`src/rtl/register_file_mp.sv`:
```
// Multi-port integer register file for decode: registered reads, optional
// write-to-read bypass and a per-register busy scoreboard for in-flight producers.

module register_file_mp_rd_port #(
  parameter int W      = 32,
  parameter int DEPTH  = 32,
  parameter int AW     = 5,
  parameter int BYPASS = 1
) (
  input  logic                  CLK,
  input  logic                  RST_N,
  input  logic [AW-1:0]         addr,
  input  logic [DEPTH-1:0][W-1:0] regs_q,
  input  logic [DEPTH-1:0][W-1:0] regs_d,
  input  logic [DEPTH-1:0]      busy_d,
  output logic [W-1:0]          data,
  output logic                  busy
);
  logic hit;

  // x0 and out-of-range addresses read as zero and never busy
  assign hit = (addr != '0) && (32'(addr) < DEPTH);

  always_ff @(posedge CLK or negedge RST_N) begin
    if (!RST_N) begin
      data <= '0;
      busy <= 1'b0;
    end else begin
      data <= !hit ? '0 : ((BYPASS != 0) ? regs_d[addr] : regs_q[addr]);
      busy <= hit && busy_d[addr];
    end
  end
endmodule

module register_file_mp #(
  parameter int          REGISTER_WIDTH    = 32,
  parameter int          REGISTER_DEPTH    = 32,
  parameter int          READ_PORTS        = 2,
  parameter int          WRITE_PORTS       = 1,
  parameter int          STACK_POINTER_ADD = 2,
  parameter logic [31:0] STACK_POINTER_VAL = 32'd1024,
  parameter int          BYPASS            = 1,
  localparam int         A = (REGISTER_DEPTH > 1) ? $clog2(REGISTER_DEPTH) : 1
) (
  input  logic                                CLK,
  input  logic                                RST_N,
  input  logic [READ_PORTS*A-1:0]             RS_ADDRESS,
  output logic [READ_PORTS*REGISTER_WIDTH-1:0] RS_DATA,
  output logic [READ_PORTS-1:0]               RS_BUSY,
  input  logic [WRITE_PORTS*A-1:0]            RD_ADDRESS,
  input  logic [WRITE_PORTS*REGISTER_WIDTH-1:0] RD_DATA,
  input  logic [WRITE_PORTS-1:0]              RD_WRITE_EN,
  input  logic [A-1:0]                        ISSUE_ADDRESS,
  input  logic                                ISSUE_EN,
  input  logic                                FLUSH
);
  localparam int W = REGISTER_WIDTH;
  localparam int D = REGISTER_DEPTH;

  typedef struct packed {
    logic         en;
    logic [A-1:0] addr;
    logic [W-1:0] data;
  } wr_req_t;

  wr_req_t [WRITE_PORTS-1:0] wr;
  logic [D-1:0][W-1:0]       regs_q, regs_d;
  logic [D-1:0]              busy_q, busy_d;

  function automatic logic writable(input logic [A-1:0] a);
    return (a != '0) && (32'(a) < D);
  endfunction

  for (genvar j = 0; j < WRITE_PORTS; j++) begin : g_wr
    assign wr[j] = {RD_WRITE_EN[j], RD_ADDRESS[j*A +: A], RD_DATA[j*W +: W]};
  end

  // Ascending port order lets the highest-indexed writer win a collision
  always_comb begin
    regs_d = regs_q;
    busy_d = busy_q;
    for (int j = 0; j < WRITE_PORTS; j++) begin
      if (wr[j].en && writable(wr[j].addr)) begin
        regs_d[wr[j].addr] = wr[j].data;
        busy_d[wr[j].addr] = 1'b0;
      end
    end
    // A fresh issue supersedes the retiring producer; flush overrides both
    if (ISSUE_EN && writable(ISSUE_ADDRESS)) busy_d[ISSUE_ADDRESS] = 1'b1;
    if (FLUSH) busy_d = '0;
    regs_d[0] = '0;
    busy_d[0] = 1'b0;
  end

  always_ff @(posedge CLK or negedge RST_N) begin
    if (!RST_N) begin
      for (int i = 0; i < D; i++)
        regs_q[i] <= (i == STACK_POINTER_ADD && i != 0) ? W'(STACK_POINTER_VAL) : '0;
      busy_q <= '0;
    end else begin
      regs_q <= regs_d;
      busy_q <= busy_d;
    end
  end

  for (genvar k = 0; k < READ_PORTS; k++) begin : g_rd
    register_file_mp_rd_port #(
      .W(W), .DEPTH(D), .AW(A), .BYPASS(BYPASS)
    ) u_rd (
      .CLK   (CLK),
      .RST_N (RST_N),
      .addr  (RS_ADDRESS[k*A +: A]),
      .regs_q(regs_q),
      .regs_d(regs_d),
      .busy_d(busy_d),
      .data  (RS_DATA[k*W +: W]),
      .busy  (RS_BUSY[k])
    );
  end
endmodule

```
`config.mk`:
```
export PLATFORM = sky130hd
export DESIGN_NAME = register_file_mp
export DESIGN_NICKNAME = d
export VERILOG_FILES = /design/src/rtl/register_file_mp.sv
export SDC_FILE = /design/constraint.sdc
export NUM_CORES = 2
export LEC_CHECK = 0
export CAP_MARGIN = 30
export CORE_ASPECT_RATIO = 1.5
export CORE_UTILIZATION = 45
export CTS_CLUSTER_DIAMETER = 150
export CTS_CLUSTER_SIZE = 30
export DETAILED_ROUTE_END_ITERATION = 8
export GPL_TIMING_DRIVEN = 0
export PLACE_DENSITY = 0.67
export SLEW_MARGIN = 10
export SYNTH_ARGS = -nofsm -noshare
export SYNTH_HDL_FRONTEND = slang
export SYNTH_HIERARCHICAL = 1
export SYNTH_SLANG_ARGS = --single-unit
```
`constraint.sdc`:
```
create_clock -name CLK -period 2.4 [get_ports CLK]
set_clock_uncertainty 0.15 [all_clocks]
set_input_delay 0.72 -clock CLK [delete_from_list [all_inputs] [get_ports CLK]]
set_output_delay 0.72 -clock CLK [all_outputs]
set_load 0.02 [all_outputs]
```
# ---- After elaboration in Yosys (flattened, before gate mapping)
# Index checks and enable logic that the tools add are counted.
dict set report totals {
  input_bits 57
  out_inout_bits 66
  word_cells 76
  ff_bits 1089
}
dict set report op_classes {
  n_reduce_logical 10
  bitwise 3
  muxes 21
  order_cmp 6
}
# op n
set op_table {}
lappend op_table {{bitwise mux 1024 bit} 1}
lappend op_table {{2-to-1 mux 1024 bit} 1}
lappend op_table {{binary-select mux 32 bit (select 5 bit)} 2}
lappend op_table {{2-to-1 mux 32 bit} 8}
lappend op_table {{demux 32 bit (select 5 bit)} 1}
lappend op_table {{bitwise AND 32 bit} 1}
lappend op_table {{NOT 32 bit} 1}
lappend op_table {{bitwise OR 32 bit} 1}
lappend op_table {{< comparator 5 x 6 -> 1 bit, second input constant} 4}
lappend op_table {{nonzero test 5 bit} 4}
lappend op_table {{binary-select mux 1 bit (select 5 bit)} 2}
lappend op_table {{demux 1 bit (select 5 bit)} 2}
lappend op_table {{>= comparator 5 x 1 -> 1 bit, second input constant} 2}
lappend op_table {{logical AND 1 bit} 6}
lappend op_table {{2-to-1 mux 1 bit} 4}

# ---- Longest topological paths before layout
dict set report logic_depth {
  depth_word 13
  depth_mapped 10
  depth_no_buf 7
}

# ---- Hierarchy
# The synthesis kept the hierarchy.
# module seq_area_each_um2 area_each_um2 n_inst cells_each
set by_module_without_submodules {}
lappend by_module_without_submodules {register_file_mp 25600.8 38471.9 1 2350}
lappend by_module_without_submodules {register_file_mp_rd_port 825.8 9562.9 2 891}

# ---- Worst setup path before layout
# Ideal clock, no wire load.
dict set report synth_timing {
  kind {in2reg}
  start {input RD_ADDRESS[1]}
  end {register g_rd[0].u_rd.data[13]}
  cell_stages 10
  setup_ns 0.139
  setup_slack_ns -0.899
  arrival_ns 3.010
  n_path_buf 3
  required_time_ns 2.111
  path_cell_list {buf_2 nand2b_1 clkbuf_1 nor2_1 buf_2 mux2_2 mux4_2 mux2_2 a221oi_1 a211oi_1}
}
# item line_no
set synth_lines {}
lappend synth_lines {{start: declaration} 50} ;# input logic [WRITE_PORTS*A-1:0] RD_ADDRESS,
lappend synth_lines {{end signal: assignment} 29} ;# data <= !hit ? '0 : ((BYPASS != 0) ? regs_d[addr] : regs_q[addr]);
lappend synth_lines {{end: declaration} 16} ;# output logic [W-1:0] data,

==> metrics.md <==
| Metric | Value |
|---|---|
| Combinational Power Share | `31.6%` |
| Max Freq | `326 MHz` |
| RSZ-0062 raised after global routing | `true` |
| Die width | `294 µm` |
| Synthesized flop and latch total | `1,089` |
| Num rows | `160` |
| Sw Share | `32.0%` |
| Area of the mapped netlist | `0.0576 mm²` |
| Final core occ | `54.3%` |
| Share of total power in sequential cells | `48.0%` |
| Routed len/inst | `39.2 µm` |
| Routability cong. | `0.978` |
| Max Transition Viols Final | `0` |
| MaxCap Viol Count | `0` |
| Largest net degree at the start of global routing | `121` |
| Via count | `43,586` |
| Syn Inst Count | `4,132` |
| Initial drt markers | `5,267` |
| WP data arrival | `3.45 ns` |
| Final period util | `128%` |
| Top-count cell post-synth | `dfrtp_1` |
| Final net count | `4,663` |
| Post-route DRC | `0` |
| Vias in the first global route | `44,362` |
| Antenna Violating Nets Remaining | `0` |
| CP Class | `in2reg` |
| Violated checks | `negative hold slack, negative setup slack` |
| Pleak | `30.7 nW` |
| Port bufs | `112` |
| Dpl ws | `-2.82 ns` |
| DR vias/cell | `6.89` |
| Power Density | `680 mW/mm²` |
| Layout cell share with drive strength beyond 1 | `45.3%` |
| FILL cells | `10,401` |
| Area growth from synthesis to layout | `19.8%` |
| Core area | `0.127 mm²` |
| Max Root-Sink Buffers | `3` |
| Setup crit start kind | `input port` |
| Switching power | `0.0150 W` |
| Top_reg_cell synth | `dfrtp_1` |
| Io pins | `123` |
| DRT Pass-1 Iters | `6` |
| Area contributors post-synth | `dfrtp_1, mux2_2, mux4_2, mux2i_1, o221ai_1` |
| Number of flops mapped to enable cells by yosys | `0` |
| CTS tree | `built` |
| Rel. slew slack | `23.3%` |
| Pint | `0.0319 W` |
| Worst R2R Path Depth | `4` |
| Max VDD drop | `0.696 mV` |
| Final HPWL DP | `161,000 µm` |
| Hold WS | `-0.241 ns` |
| Clk Latency, worst-skew pair | `0.73 ns` |
| Root Driver | `clkbuf_16` |
| Slew of the pin with the lowest slew margin | `1.15 ns` |
| Multi-input logic area | `0.0308 mm²` |
| Unique masters post-synth | `47` |
| Final WL | `248,000 µm` |
| Worst-path clk slew | `0.12 ns` |
| Sequential fraction of the synthesis area | `47.3%` |
| GRT overflow | `0` |
| TritonCTS Sinks | `1,089` |
| Syn Area/Cell | `13.9 µm²` |
| Worst-path maximum fanout | `5` |
| Htree depth | `2` |
| FF/Latch Area | `0.0273 mm²` |
| Ys Warns | `6` |
| Initial Util | `45.4%` |
| Worst hold path type | `in2async` |
| Asr flop ratio synth | `100%` |
| Commonest cells in the netlist | `dfrtp_1, mux2_2, mux2i_1, mux4_2, clkbuf_1` |
| Gr usage total | `37.6%` |
| Setup tns final | `-35.81 ns` |
| Worst setup EP type | `flop` |
| Initial antenna violation count | `22` |
| CP required | `2.78 ns` |
| Status | `finished with violations` |
| Worst R2R Setup Slack | `0.06 ns` |
| # setup viols final | `66` |
| Clock power frac | `20.4%` |
| Die Ht | `440 µm` |
| Global-route wire length before repair | `338,000 µm` |
| TritonCTS Buffers | `42` |
| Final worst-path setup slack | `-0.666 ns` |
| Minimum clock period | `3.07 ns` |
| Largest area contributor in the netlist | `dfrtp_1` |
| Final hold viol count | `93` |
| Post-synth top area share | `47.3%` |
| Die area | `0.129 mm²` |
## layer usage
metal / wire length, µm / GRT usage, % / share of wire, %
met1: 82800 / 42.2 / 33
met2: 109000 / 56.3 / 44
met3: 25800 / 11.7 / 10
met5: 85 / 0.826 / 0.034
met4: 29800 / 36.4 / 12
## power by group through the flow
stage,logic (W),clock network [W],registers (W)
2_1_floorplan,0.00876,0,0.0227
3_3_place_gp,0.0122,0,0.0230
3_5_place_dp,0.0129,0,0.0229
4_1_cts,0.0140,0.00958,0.0225
5_1_grt,0.0154,0.0101,0.0228
6_report,0.0148,0.00956,0.0225
## critical path, cell delays in order
cell and delay [ns]:
buf_8 0.11, nand4b_1 0.30, buf_6 0.23, nor2_4 0.12
buf_12 0.14, buf_8 0.11, buf_12 0.16, mux2_4 0.33
mux4_2 0.48, mux2_4 0.32, a221oi_4 0.28, a211oi_2 0.12
## flip-flops by register name (all words and copies together) (netlist names)
| register | cells |
|---|---|
| busy_q | 31 |
| g_rd.u_rd/busy | 2 |
| g_rd.u_rd/data | 64 |
| regs_q | 992 |
## through the flow
stage	instance area, µm²	std cells	total power [W]
2_1_floorplan	57900	4197	0.0315
3_3_place_gp	61200	6010	0.0352
3_5_place_dp	62000	6067	0.0357
4_1_cts	67900	6267	0.0460
5_1_grt	69000	6320	0.0483
6_report	69000	6328	0.0469
## repair_timing
item / CTS / global route
cloned: 18 / 6
resized for setup: 821 / 123
hold endpoints to repair: 93 / 93
setup buffers: 139 / 51
pin swaps: 101 / 97
setup endpoints to repair: 1284 / 227
## path summary, 6_finish.rpt
check / startpoint / endpoint
setup / recovery: RD_ADDRESS[4] / g_rd[0].u_rd/data[3]$_DFF_PN0_
hold / removal: RST_N / regs_q[936]$_DFF_PN0_
setup reg to reg: regs_q[64]$_DFF_PN0_ / g_rd[1].u_rd/data[0]$_DFF_PN0_
hold reg to reg: regs_q[968]$_DFF_PN0_ / regs_q[968]$_DFF_PN0_
max in group asynchronous: RST_N / regs_q[506]$_DFF_PN0_
min in group CLK: regs_q[968]$_DFF_PN0_ / regs_q[968]$_DFF_PN0_
## cell type report
type	instances	area share (%)
Sequential cell	1089	39.5
Clock buffer	52	1.61
Antenna cell	10	0.0363
Multi-Input combinational cell	2649	44.6
Tap cell	1701	3.09
Clock inverter	3	0.0853
Buffer	430	4.43
Inverter	14	0.0762
Timing Repair Buffer	380	6.52
## cell usage in the layout (no fill, tap or decap), types with 44 or more instances in the layout
cell              n
clkbuf_1        172
dfrtp_1        1088
conb_1           66
a22oi_1          65
o221ai_1        131
a21oi_1          44
mux2i_1         528
buf_4           215
mux4_2          264
a211oi_2         51
clkbuf_16        49
dlygate4sd2_1    65
nand4_1          67
buf_6            77
mux2_2          855
buf_2            53
buf_12           58
a221oi_4         56
nand2_1         135
mux2_4          176
## logic make-up after synthesis
kind of cell    synth area share [%]
other cells                  0.00651
buf+inv                         3.82
simple gates                    2.67
flops                           47.3
compound gates                  6.00
mux                             40.2
Note: power is estimated with default switching activity, not from simulation.
